===== src/rtl/clk_div_pkg.sv =====
// Shared types, reset defaults and the ratio validity rule for the clk_div_gen divider.
package clk_div_pkg;

    localparam int unsigned CNT_W_DEF        = 16;
    localparam int unsigned DEFAULT_DIV_DEF  = 10;
    localparam int unsigned DEFAULT_HIGH_DEF = 5;

    typedef logic [1:0] state_t;

    localparam state_t ST_IDLE  = 2'd0;
    localparam state_t ST_RUN   = 2'd1;
    localparam state_t ST_DRAIN = 2'd2;

    // A ratio is usable only if both the high and the low phase last at least one cycle.
    function automatic logic cfg_valid(input logic [31:0] div, input logic [31:0] high);
        return (div >= 32'd2) && (high >= 32'd1) && (high < div);
    endfunction

endpackage


===== src/rtl/clk_div_cfg.sv =====
// Ratio configuration: shadow registers filled by validated loads, copied to the
// active ratio on an apply strobe from the sequencer.
module clk_div_cfg
    import clk_div_pkg::*;
#(
    parameter int unsigned CNT_W        = CNT_W_DEF,
    parameter int unsigned DEFAULT_DIV  = DEFAULT_DIV_DEF,
    parameter int unsigned DEFAULT_HIGH = DEFAULT_HIGH_DEF
) (
    input  logic             clk,
    input  logic             rst,
    input  logic             div_load_i,
    input  logic [CNT_W-1:0] div_val_i,
    input  logic [CNT_W-1:0] high_val_i,
    input  logic             apply_i,
    output logic [CNT_W-1:0] div_a_o,
    output logic [CNT_W-1:0] high_n_o,
    output logic             cfg_err_o
);

    localparam logic [CNT_W-1:0] RST_DIV  = CNT_W'(DEFAULT_DIV);
    localparam logic [CNT_W-1:0] RST_HIGH = CNT_W'(DEFAULT_HIGH);

    logic [CNT_W-1:0] div_s_q, div_s_d, high_s_q, high_s_d;
    logic [CNT_W-1:0] div_a_q, div_a_d, high_a_q, high_a_d;
    logic             cfg_err_q, cfg_err_d;
    logic             req_ok_s;

    // Next-state for shadow, active ratio and the reject pulse; an apply copies the
    // pre-load shadow, so a load on the same edge waits for the following apply.
    always_comb begin
        req_ok_s  = cfg_valid(32'(div_val_i), 32'(high_val_i));
        div_s_d   = div_s_q;
        high_s_d  = high_s_q;
        div_a_d   = div_a_q;
        high_a_d  = high_a_q;
        cfg_err_d = div_load_i && !req_ok_s;
        if (div_load_i && req_ok_s) begin
            div_s_d  = div_val_i;
            high_s_d = high_val_i;
        end else begin
            div_s_d  = div_s_q;
            high_s_d = high_s_q;
        end
        if (apply_i) begin
            div_a_d  = div_s_q;
            high_a_d = high_s_q;
        end else begin
            div_a_d  = div_a_q;
            high_a_d = high_a_q;
        end
    end

    // Configuration state registers.
    always_ff @(posedge clk or posedge rst) begin
        if (rst) begin
            div_s_q   <= RST_DIV;
            high_s_q  <= RST_HIGH;
            div_a_q   <= RST_DIV;
            high_a_q  <= RST_HIGH;
            cfg_err_q <= 1'b0;
        end else begin
            div_s_q   <= div_s_d;
            high_s_q  <= high_s_d;
            div_a_q   <= div_a_d;
            high_a_q  <= high_a_d;
            cfg_err_q <= cfg_err_d;
        end
    end

    assign div_a_o   = div_a_q;
    assign high_n_o  = apply_i ? high_s_q : high_a_q;
    assign cfg_err_o = cfg_err_q;

endmodule


===== src/rtl/clk_div_gen.sv =====
// Programmable clock divider: run/drain sequencer, period counter and registered
// clk_out/tick/busy outputs; stops always finish the current period.
module clk_div_gen
    import clk_div_pkg::*;
#(
    parameter int unsigned CNT_W        = CNT_W_DEF,
    parameter int unsigned DEFAULT_DIV  = DEFAULT_DIV_DEF,
    parameter int unsigned DEFAULT_HIGH = DEFAULT_HIGH_DEF
) (
    input  logic             clk,
    input  logic             rst,
    input  logic             enable,
    input  logic             div_load,
    input  logic [CNT_W-1:0] div_val,
    input  logic [CNT_W-1:0] high_val,
    output logic             clk_out,
    output logic             tick,
    output logic             busy,
    output logic             cfg_err
);

    localparam logic [CNT_W-1:0] ONE = CNT_W'(1);

    state_t           state_q, state_d;
    logic [CNT_W-1:0] cnt_q, cnt_d, nxt_s;
    logic [CNT_W-1:0] div_a_s, high_n_s;
    logic             clk_out_q, clk_out_d, tick_q, tick_d, busy_q, busy_d;
    logic             wrap_s, apply_s;

    clk_div_cfg #(
        .CNT_W        (CNT_W),
        .DEFAULT_DIV  (DEFAULT_DIV),
        .DEFAULT_HIGH (DEFAULT_HIGH)
    ) u_cfg (
        .clk        (clk),
        .rst        (rst),
        .div_load_i (div_load),
        .div_val_i  (div_val),
        .high_val_i (high_val),
        .apply_i    (apply_s),
        .div_a_o    (div_a_s),
        .high_n_o   (high_n_s),
        .cfg_err_o  (cfg_err)
    );

    // div_a never drops below 2, so div_a-1 cannot underflow.
    assign wrap_s  = (cnt_q == (div_a_s - ONE));
    assign nxt_s   = wrap_s ? '0 : (cnt_q + ONE);
    assign apply_s = (state_q == ST_IDLE) ? enable : wrap_s;

    // Sequencer and counter next-state; the high-phase compare sees the post-copy ratio.
    always_comb begin
        state_d   = state_q;
        cnt_d     = '0;
        clk_out_d = 1'b0;
        tick_d    = 1'b0;
        case (state_q)
            ST_IDLE: begin
                if (enable) begin
                    state_d   = ST_RUN;
                    clk_out_d = 1'b1;
                    tick_d    = 1'b1;
                end else begin
                    state_d   = ST_IDLE;
                end
            end
            ST_RUN, ST_DRAIN: begin
                if ((state_q == ST_DRAIN) && wrap_s && !enable) begin
                    state_d = ST_IDLE;
                end else begin
                    state_d   = enable ? ST_RUN : ST_DRAIN;
                    cnt_d     = nxt_s;
                    clk_out_d = (nxt_s < high_n_s);
                    tick_d    = (nxt_s == '0);
                end
            end
            default: begin
                state_d = ST_IDLE;
            end
        endcase
        busy_d = (state_d != ST_IDLE);
    end

    // Sequencer state, counter and output registers.
    always_ff @(posedge clk or posedge rst) begin
        if (rst) begin
            state_q   <= ST_IDLE;
            cnt_q     <= '0;
            clk_out_q <= 1'b0;
            tick_q    <= 1'b0;
            busy_q    <= 1'b0;
        end else begin
            state_q   <= state_d;
            cnt_q     <= cnt_d;
            clk_out_q <= clk_out_d;
            tick_q    <= tick_d;
            busy_q    <= busy_d;
        end
    end

    assign clk_out = clk_out_q;
    assign tick    = tick_q;
    assign busy    = busy_q;

endmodule


===== config.mk =====
export PLATFORM = sky130hd
export DESIGN_NAME = clk_div_gen
export DESIGN_NICKNAME = d
export VERILOG_FILES = /design/src/rtl/clk_div_pkg.sv /design/src/rtl/clk_div_cfg.sv /design/src/rtl/clk_div_gen.sv
export SDC_FILE = /design/constraint.sdc
export NUM_CORES = 1
export LEC_CHECK = 0
export BUFFER_PORTS_ARGS = -buffer_cell sky130_fd_sc_hd__buf_2
export CAP_MARGIN = 30
export CELL_PAD_IN_SITES_DETAIL_PLACEMENT = 0
export CELL_PAD_IN_SITES_GLOBAL_PLACEMENT = 1
export CORE_MARGIN = 1.5
export CORE_UTILIZATION = 44
export DETAILED_ROUTE_END_ITERATION = 16
export GPL_TIMING_DRIVEN = 0
export PLACE_DENSITY_LB_ADDON = 0.1
export RECOVER_POWER = 100
export SETUP_SLACK_MARGIN = 0.2
export SYNTH_ARGS = -nofsm -noshare
export SYNTH_HDL_FRONTEND = slang
export SYNTH_HIERARCHICAL = 1
export SYNTH_SLANG_ARGS = --single-unit

===== constraint.sdc =====
create_clock -name clk -period 5.21 [get_ports clk]
set_input_delay 0.521 -clock clk [delete_from_list [all_inputs] [get_ports clk]]
set_output_delay 0.521 -clock clk [all_outputs]
set_load 0.01 [all_outputs]

==> reports/summary.log <==
INFO  timing         finalSetupTns=0ns
INFO  worst_setup_path critPathMaxFanout=10
INFO  cells_and_area mostFrequentLayoutCells=dfrtp_1 (78), inv_1 (41), mux2_1 (38)
INFO  clock_tree     worst_setup_hold_path_clk_slew=0.07ns
INFO  worst_setup_path worstPathRequired=5.49ns
INFO  timing         final.setup_skew=0.008679ns
INFO  grt            grt-ovfl-total=0
INFO  clock_tree     cts-buffers-inserted=9
INFO  timing         final_worst_path_period_share=0.9355
INFO  cells_and_area fillCellCount=1079
INFO  route          routed_wl=12.48mm
INFO  timing         layout_min_cycle_time=4.874ns
INFO  worst_setup_path critPathCaptureType=flip-flop
INFO  worst_setup_path critical_path.reg2reg.endpoint=clk_out
INFO  cells_and_area finalNetCount=615
INFO  worst_setup_path slowest_cell_on_crit_path=or4_4
INFO  logic_synthesis number_of_distinct_standard_cells_referenced_by_the_synthesized_netlist=66
INFO  job            drv_cap=1
INFO  logic_synthesis synth-adder-area-share=0.08264
INFO  cells_and_area layout.cells.most_common=dfrtp_1
INFO  logic_synthesis postSynth.asyncResetShare=1.000
INFO  floorplanning  top_level_ports=40
INFO  pwr            power_frac_comb=0.398
INFO  worst_setup_path timing.critical_path.from_type=flip-flop
INFO  run_status     run_status=finished with violations
INFO  route          detail_routed_via_count_per_cell=5.458
INFO  logic_synthesis post_synth_simple_gate_area=0.1582
INFO  floorplanning  floorplan.initialDensity=0.4582
INFO  logic_synthesis post_synth_xor_area_fraction=0.05549
INFO  clock_tree     cts_root_buf=clkbuf_16
INFO  logic_synthesis syn_area_per_cell=10.88µm²
INFO  clock_tree     htree_levels=3
INFO  worst_setup_path reg2reg_slack=0.34ns
INFO  timing         max_slew_margin=-0.5411
INFO  route          drtIter0Drc=217
INFO  placement      gp_routability_congestion=0.7846
INFO  route          drc=0
INFO  route          detail-route-antenna-nets=0
INFO  pwr            p_switching=0.001072W
INFO  pwr            power.sequential.fraction=0.379
INFO  logic_synthesis synth-edff-count=0
INFO  pwr            p_clk_frac=0.224
INFO  cells_and_area final_core_utilization=0.5102
INFO  clock_tree     clkSinkCount=86
INFO  worst_setup_path worstPathCellList=inv_1 -> ha_1 -> buf_4 -> xnor3_1 -> or3b_1 -> o311ai_0 -> nand2_1 -> or4_4 -> o31ai_2 -> buf_4 -> buf_8 -> mux2_1 -> inv_2 -> ha_1 -> a21o_1 -> a21o_1 -> a21oi_2 -> o2111ai_2 -> a221o_1 -> a21oi_2
INFO  clock_tree     tritoncts=done
INFO  floorplanning  core_region_area=11560µm²
INFO  placement      hpwlAfterDp=9.799mm
INFO  timing         timing.final.hold_violations=0
INFO  run_status     violations_in_the_final_reports=max-capacitance violations, max-slew violations
INFO  floorplanning  fp.dieArea=12710µm²
INFO  logic_synthesis synth-seq-area-share=0.4080
INFO  worst_hold_path hold_path.class=input port to async pin
INFO  timing         tightestPinTransition=2.312ns
INFO  logic_synthesis synth_ff_type=dfrtp_1
INFO  logic_synthesis synth_top_family_by_area=simple AND/OR/NAND/NOR gates
INFO  timing         achievable-frequency=205.2MHz
INFO  logic_synthesis synth_top_cells_by_area=dfrtp_1 (37%), mux2_4 (8.5%), ha_1 (8.3%)
INFO  pwr            vdd.ir_drop.worst=0.3291mV
INFO  cells_and_area multi_input_area=2784µm²
INFO  worst_setup_path worst_setup_endpoint=clk_out
INFO  logic_synthesis yosys_warnings=6
INFO  timing         unrepaired_setup_endpoints_after_global_routing=false
INFO  timing         slew_viol_final=45
INFO  clock_tree     clock_latency_of_the_later_clocked_register_in_the_worst_skew_pair=0.35ns
INFO  grt            via_count_of_the_first_global_routing_pass=3911
INFO  worst_setup_path r2r_worst_path_depth=20
INFO  clock_tree     clock_path_buffers=2
INFO  pwr            finalPower=0.002819W
INFO  cells_and_area n_antenna_cell=0
INFO  grt            first_pass_grt_wire_length=20.82mm
INFO  route          routed_wire_length_per_instance=18.04µm
INFO  logic_synthesis synth_cells=487
INFO  worst_setup_path critical_path_class=flip-flop to flip-flop
INFO  pwr            switching_power_as_a_share_of_total_power=0.3802
INFO  timing         hold_ws=0.3313ns
INFO  cells_and_area register_area=2162µm²
INFO  pwr            static_leakage=2.702nW
INFO  worst_setup_path setup.worst_path.start=u_cfg/div_a_o[1]
INFO  floorplanning  fp.dieW=112.7µm
INFO  pwr            pwr_density_cell=477.7nW/µm²
INFO  floorplanning  core.rowCount=39
INFO  route          vias=3777
INFO  logic_synthesis netlist.area_leader.share=0.3684
INFO  logic_synthesis synth-compound-area-share=0.08784
INFO  grt            pin_count_of_the_biggest_net_entering_global_routing=45
INFO  logic_synthesis synth.ff_latch_count=86
INFO  placement      port-buffer-count=39
INFO  cells_and_area drive_above_1_share=0.2204
INFO  worst_setup_path arrival=5.15ns
INFO  logic_synthesis synthMuxAreaShare=0.1573
INFO  logic_synthesis synth_nets=558
INFO  route          first_pass_iters=4
INFO  worst_setup_path slowest_delay=0.58ns
INFO  grt            grt_antenna_before_repair=0
INFO  logic_synthesis synth.cell_area=5299µm²
INFO  logic_synthesis synth_top_area_cell=dfrtp_1
INFO  grt            globalRouteTotalUtil=0.2159
INFO  clock_tree     ctsHoldBuffers=0
INFO  pwr            power_report.internal_total=0.001747W
INFO  timing         setup_viol=0
INFO  floorplanning  die-height=112.7µm
INFO  worst_setup_path rr_startpoint=u_cfg/div_a_o[1]
INFO  cells_and_area areaGrowthSynthToFinish=11.36%
[through the flow]
stage          instance area, µm²  std cells  setup slack, ns
2_1_floorplan                5299        487           0.3786
3_3_place_gp                 5673        669          -0.3513
3_5_place_dp                 5693        670          -0.3828
4_1_cts                      6018        689           0.2104
5_1_grt                      5901        692           0.1055
6_report                     5901        692           0.3363
[flip-flops by register name, indices dropped and copies added, names as in the netlist]
| signal | count |
|---|---|
| u_cfg/high_s_q | 16 |
| u_cfg/div_a_o | 16 |
| u_cfg/high_a_q | 16 |
| clk_out | 1 |
| state_q | 2 |
| u_cfg/div_s_q | 16 |
| busy | 1 |
| cnt_q | 16 |
| tick | 1 |
| u_cfg/cfg_err_o | 1 |
[repair_timing]
item,CTS,global route
buffers inserted,3,3
pin swaps,1,4
cloned,0,0
resized for setup,7,15
setup endpoints to repair,1,1
[layer usage]
metal,vias up,global-route usage,part of all wire
met1,1849,0.2985,0.49
met5,-,0,0
met3,17,0.04285,0.030
li1,1858,-,-
met2,53,0.3407,0.46
met4,0,0.07426,0.021
[cell usage after synthesis, types with 5 or more instances]
library cell,n
a21o_1,7
nor2_1,36
nor2_2,10
mux2_4,30
nand4_1,11
nor3_1,8
nand3_1,15
buf_6,5
dfrtp_1,78
inv_1,42
clkbuf_1,6
ha_1,35
xor2_1,18
nor4_1,11
dfstp_2,8
nor2b_1,5
and3_1,5
o21a_1,5
nand2_1,14
mux2_2,34
a21oi_1,8
xnor2_1,13
o21ai_0,8
[worst min-delay path by stage]
stage	startpoint	end	slack, ns	cells after the start
floorplan	u_cfg/high_a_q[6]	u_cfg/high_a_q[6]	0.47	1
global placement	u_cfg/high_a_q[1]	u_cfg/high_a_q[1]	0.48	1
detailed placement	u_cfg/high_a_q[7]	u_cfg/high_a_q[7]	0.49	1
CTS	rst	u_cfg/high_a_q[5]	0.21	2
global route	div_val[0]	u_cfg/div_s_q[0]	0.40	2
finish	rst	u_cfg/high_a_q[5]	0.33	2
[worst max-delay path: cells and delay by family, from the launching register on]
kind	cells	cell delay, ns
mux	1	0.34
fa+ha+maj	2	0.41
flops	1	0.57
xor+xnor	1	0.35
buf+inv	5	0.62
simple gates	3	1.05
compound gates	8	1.46
[area by class of cell]
type	instances	share of cell area
tap	143	0.03032
sequential	86	0.3664
clock inverter	7	0.01060
multi-input combinational	341	0.4718
inverter	42	0.02672
clock buffer	9	0.03817
buffer	18	0.01781
timing repair buffer	46	0.03817
[logic make-up after synthesis]
family | count (synthesis)
and+or+nand+nor | 148
DFF | 86
muxes | 64
AOI/OAI and AO/OA | 62
buffers and inverters | 60
adders and majority gates | 35
xor gates and xnor gates | 32
[power by group through the flow]
stage	combinational (W)	clock, W	sequential [W]
after CTS	0.00118	0.000649	0.00107
after floorplan	0.000893	0	0.00102
after global routing	0.00126	0.000679	0.00110
after detailed placement	0.00114	0	0.00109
after global placement	0.00111	0	0.00108
final	0.00112	0.000630	0.00107
Power figures use the tool's default switching activity.
